--- config.mk ---
export PLATFORM = sky130hd
export DESIGN_NAME = custom_sum_pipe
export DESIGN_NICKNAME = d
export VERILOG_FILES = /design/src/rtl/custom_sum_pipe.sv
export SDC_FILE = /design/constraint.sdc
export NUM_CORES = 1
export LEC_CHECK = 0
export CAP_MARGIN = 20
export CORE_UTILIZATION = 55
export DETAILED_ROUTE_END_ITERATION = 10
export DONT_BUFFER_PORTS = 1
export GPL_ROUTABILITY_DRIVEN = 1
export PLACE_DENSITY = 0.85
export SYNTH_ARGS = -nofsm -noshare
export SYNTH_HDL_FRONTEND = slang
export SYNTH_SLANG_ARGS = --single-unit
--- constraint.sdc ---
create_clock -name clk -period 2.55 [get_ports clk]
set_input_delay 0.255 -clock clk [delete_from_list [all_inputs] [get_ports clk]]
set_output_delay 0.255 -clock clk [all_outputs]
set_load 0.005 [all_outputs]
--- src/rtl/custom_sum_pipe.sv ---
// Sums N_IN unsigned operands per beat with optional running accumulation and saturate/wrap.
// Latency 2 cycles. Full-throughput elastic: S2 holds on !out_ready, S1 advances when S2 drains.
module custom_sum_pipe #(
    parameter int WIDTH  = 8,
    parameter int N_IN   = 4,
    parameter int OWIDTH = 12,
    parameter int SAT    = 1
) (
    input  logic                    clk,
    input  logic                    rst,
    input  logic                    in_valid,
    output logic                    in_ready,
    input  logic [N_IN*WIDTH-1:0]   in_data,
    input  logic                    in_acc,
    output logic                    out_valid,
    input  logic                    out_ready,
    output logic [OWIDTH-1:0]       out_res,
    output logic                    out_ovf
);
    localparam int SW = WIDTH + $clog2(N_IN);

    logic              s1_valid;
    logic [SW-1:0]     s1_sum;
    logic              s1_acc;
    logic [OWIDTH-1:0] acc_reg;

    logic              s1_adv;
    logic [SW-1:0]     tree_sum;
    logic [OWIDTH:0]   raw_sum;
    logic [OWIDTH-1:0] res_nxt;
    logic              ovf_nxt;

    // S2 is free when empty or its result is leaving this cycle.
    assign s1_adv   = s1_valid && (!out_valid || out_ready);
    assign in_ready = !s1_valid || s1_adv;

    always_comb begin
        tree_sum = '0;
        for (int k = 0; k < N_IN; k++) begin
            tree_sum = tree_sum + SW'(in_data[k*WIDTH +: WIDTH]);
        end
    end

    // One extra bit catches overflow of accumulator plus beat sum.
    always_comb begin
        raw_sum = (s1_acc ? (OWIDTH+1)'(acc_reg) : '0) + (OWIDTH+1)'(s1_sum);
        ovf_nxt = raw_sum[OWIDTH];
        res_nxt = (ovf_nxt && SAT != 0) ? '1 : raw_sum[OWIDTH-1:0];
    end

    always_ff @(posedge clk or posedge rst) begin
        if (rst) begin
            s1_valid  <= 1'b0;
            s1_sum    <= '0;
            s1_acc    <= 1'b0;
            out_valid <= 1'b0;
            out_res   <= '0;
            out_ovf   <= 1'b0;
            acc_reg   <= '0;
        end else begin
            if (in_ready) begin
                s1_valid <= in_valid;
            end
            if (in_valid && in_ready) begin
                s1_sum <= tree_sum;
                s1_acc <= in_acc;
            end
            // acc_reg tracks the post-saturation result so chained beats need no bubble.
            if (s1_adv) begin
                out_valid <= 1'b1;
                out_res   <= res_nxt;
                out_ovf   <= ovf_nxt;
                acc_reg   <= res_nxt;
            end else if (out_ready) begin
                out_valid <= 1'b0;
            end
        end
    end
endmodule

==> results_dict.tcl <==
set metrics [dict create \
    grt_pass1_wl_mm 7.02 \
    crit_type "flip-flop to flip-flop" \
    finalSetupViolCount 0 \
    yosysTopAreaCell "dfrtp_1" \
    drt_pass1_iterations 4 \
    cts_tree "yes" \
    dieHeight_um 66.1 \
    synthXorXnorAreaFrac 0.0465 \
    hold_path_class "input pin to flip-flop" \
    synth_cells 240 \
    drcViolationCount 0 \
    syn_area_per_cell_sq_um 9.42 \
    dpl.hpwl_mm 3.23 \
    fin_crit_sh 0.958 \
    post_cts_buffers 0 \
    grt_use_total 0.208 \
    wire_per_inst_um 13.5 \
    synth-adder-area-share 0.256 \
    synth_cell_types 43 \
    arrival_ns 2.63 \
    power.leakage_nw 1.26 \
    via_per_inst 5.61 \
    drtIter0Drc 45 \
    die-area_sq_um 4370 \
    required_ns 2.74 \
    ys_seq_area_frac 0.288 \
    netlist_area_sq_um 2260 \
    h-tree-depth 1 \
    fp-row-count 22 \
    fin_skew_ns 0.00150 \
    worst_pin_slew_ns 0.608 \
    yosys.area_share.simple 0.137 \
    worst_path_most_repeated_cell "and2_1" \
    drv_slew 0 \
    ys_async_sr_fraction 1.00 \
    yosys-top-cells-area "dfrtp_1 (29%), fa_1 (15%), ha_1 (11%)" \
    ys_ff_latch 26 \
    core-area_sq_um 3800 \
    synth.top_cell.area_share 0.288 \
    postLayoutCoreUtil 0.656 \
    cts.clk_slew.worst_paths_ns 0.09 \
    grt_max_degree 27 \
    die_w_um 66.1 \
    worstSkewPairLatency_ns 0.27 \
    min_period_ns 2.44 \
    gp_congestion 0.800 \
    gr-total-overflow 0 \
    maxSlewHeadroom 0.595 \
    cts_buffers 3 \
    syn_nets 313 \
    nNetsFinal 324 \
    path_max_fanout 8 \
    power.density_nw_per_um2 961 \
    yosys_warnings 0 \
    cts_sinks 26 \
    synth_top_family_by_area "adder cells" \
    ys.flop_type "dfrtp_1" \
    synth_compound_area_frac 0.173 \
    vias 1673 \
    antenna_found_initial 0 \
    max_freq_mhz 409 \
    hold_violations 0 \
    worst-path-buf-inv 1 \
    initial_core_util 0.595 \
    maxCapViolCount 0 \
    timing.hold.ws_ns 0.0866 \
    cts_root_buffer "clkbuf_8" \
    drt_wl_total_mm 4.03 \
    diodes 0 \
    rsz0062_at_grt "false" \
    io_pins 52 \
    final_cell_mix "inv_1 (43), dfrtp_1 (25), ha_1 (18)" \
    final_common_cell "inv_1" \
    status "completed" \
    ir_drop_mv 0.378 \
    cp-end-kind "flip-flop" \
    cp_top_family "compound AO/OA/AOI/OAI gates" \
    areaGrowthSynthToFinish_pct 10.2 \
    portBuffers 0 \
    synth_edf_count 0 \
    grt_pass1_vias 1621 \
    synth_mux_area_frac 0.0194 \
    layout-drive-gt1-share 0.140 \
    path_cells "buf_4 -> and2_1 -> ha_1 -> a21o_1 -> nand4_1 -> a211o_1 -> and2_1 -> and4_4 -> a211oi_2" \
    ant_nets 0 \
    start_kind "flip-flop" \
    cpMaxStageDelayCell "dfrtp_2" \
    max-clock-path-buffers 2 \
    max_stage_delay_ns 0.47 \
]
-- final timing paths --
check,start,to,slack (ns),cells after the start
setup / recovery,s1_acc,out_res[11],0.11,9
hold / removal,in_valid,s1_valid,0.09,1
setup reg to reg,s1_acc,out_res[11],0.11,9
hold reg to reg,s1_sum[7],s1_sum[7],0.50,2
max in group asynchronous,rst,s1_acc,1.64,3
min in group asynchronous,rst,out_res[1],0.45,2
-- metal layers --
metal / routed length [um] / global-route usage / vias to the layer above
met1: 1840 / 0.260 / 794
li1: - / - / 824
met4: 63 / 0.0691 / 0
met5: 0 / 0 / -
met3: 107 / 0.0224 / 7
met2: 2010 / 0.371 / 48
-- sequential cells by signal, summed over array words and instances (netlist names) --
name and count:
out_res 12, s1_sum 10, out_ovf 1, out_valid 1, s1_acc 1, s1_valid 1
-- power by group --
group	internal, mW	switching (mW)	total [mW]	leakage [nW]
registers	0.580	0.157	0.738	0.307
logic	0.685	0.705	1.39	0.921
clock network	0.138	0.129	0.267	0.0288
total	1.40	0.992	2.39	1.26
-- cell usage after synthesis, types with 2 or more instances --
cell type,n
a21o_1,5
nand2b_1,4
xor2_1,6
clkbuf_1,4
a211o_1,2
nand3_1,3
inv_1,45
nor3_1,3
and2_1,13
nand2_1,13
a211oi_1,2
nand2_2,2
ha_1,19
mux2_2,3
dfrtp_1,26
nand3b_1,2
a21oi_1,9
o22a_1,8
o21bai_1,2
a31oi_1,3
nor2_1,10
o21ai_0,13
xnor2_1,6
nor2b_1,2
fa_1,17
-- worst reg2reg max path: stages (launching register included) --
cell and delay, ns:
dfrtp_2 0.47, buf_4 0.17, and2_1 0.16, ha_1 0.35
a21o_1 0.16, nand4_1 0.13, a211o_1 0.33, and2_1 0.18
and4_4 0.19, a211oi_2 0.22
-- logic make-up (layout without fill, tap and decap cells) --
kind of cell,after synthesis,after routing
mux,4,4
simple gates,58,58
compound gates,55,55
fa+ha+maj,36,36
xor+xnor,12,12
flops,26,26
buf+inv,49,59
-- timing repair --
action                                  CTS  global route
endpoints found under the hold margin     0            10
hold buffers                              0             1
gates resized for setup                   0             4
endpoints found under the setup margin    0             7
-- cell type report --
class / instances / area [sq um]
Timing Repair Buffer: 10 / 97.6
Inverter: 45 / 176
Fill cell: 319 / 1310
Tap cell: 48 / 60.1
Multi-Input combinational cell: 165 / 1450
Sequential cell: 26 / 652
Clock buffer: 4 / 55.1
-- per-stage QoR --
step                      total power [mW]  instances  instance area [sq um]  worst slack [ns]  TNS [ns]
after floorplan                       1.80        240                   2280           -0.0542   -0.0928
after global placement                2.05        292                   2390            -0.118    -0.291
after detailed placement              2.10        292                   2390            -0.160    -0.480
after CTS                             2.37        296                   2440            0.0613         0
after global routing                  2.62        298                   2490          0.000315         0
final                                 2.39        298                   2490             0.106         0
(Power assumes the default switching activity.)
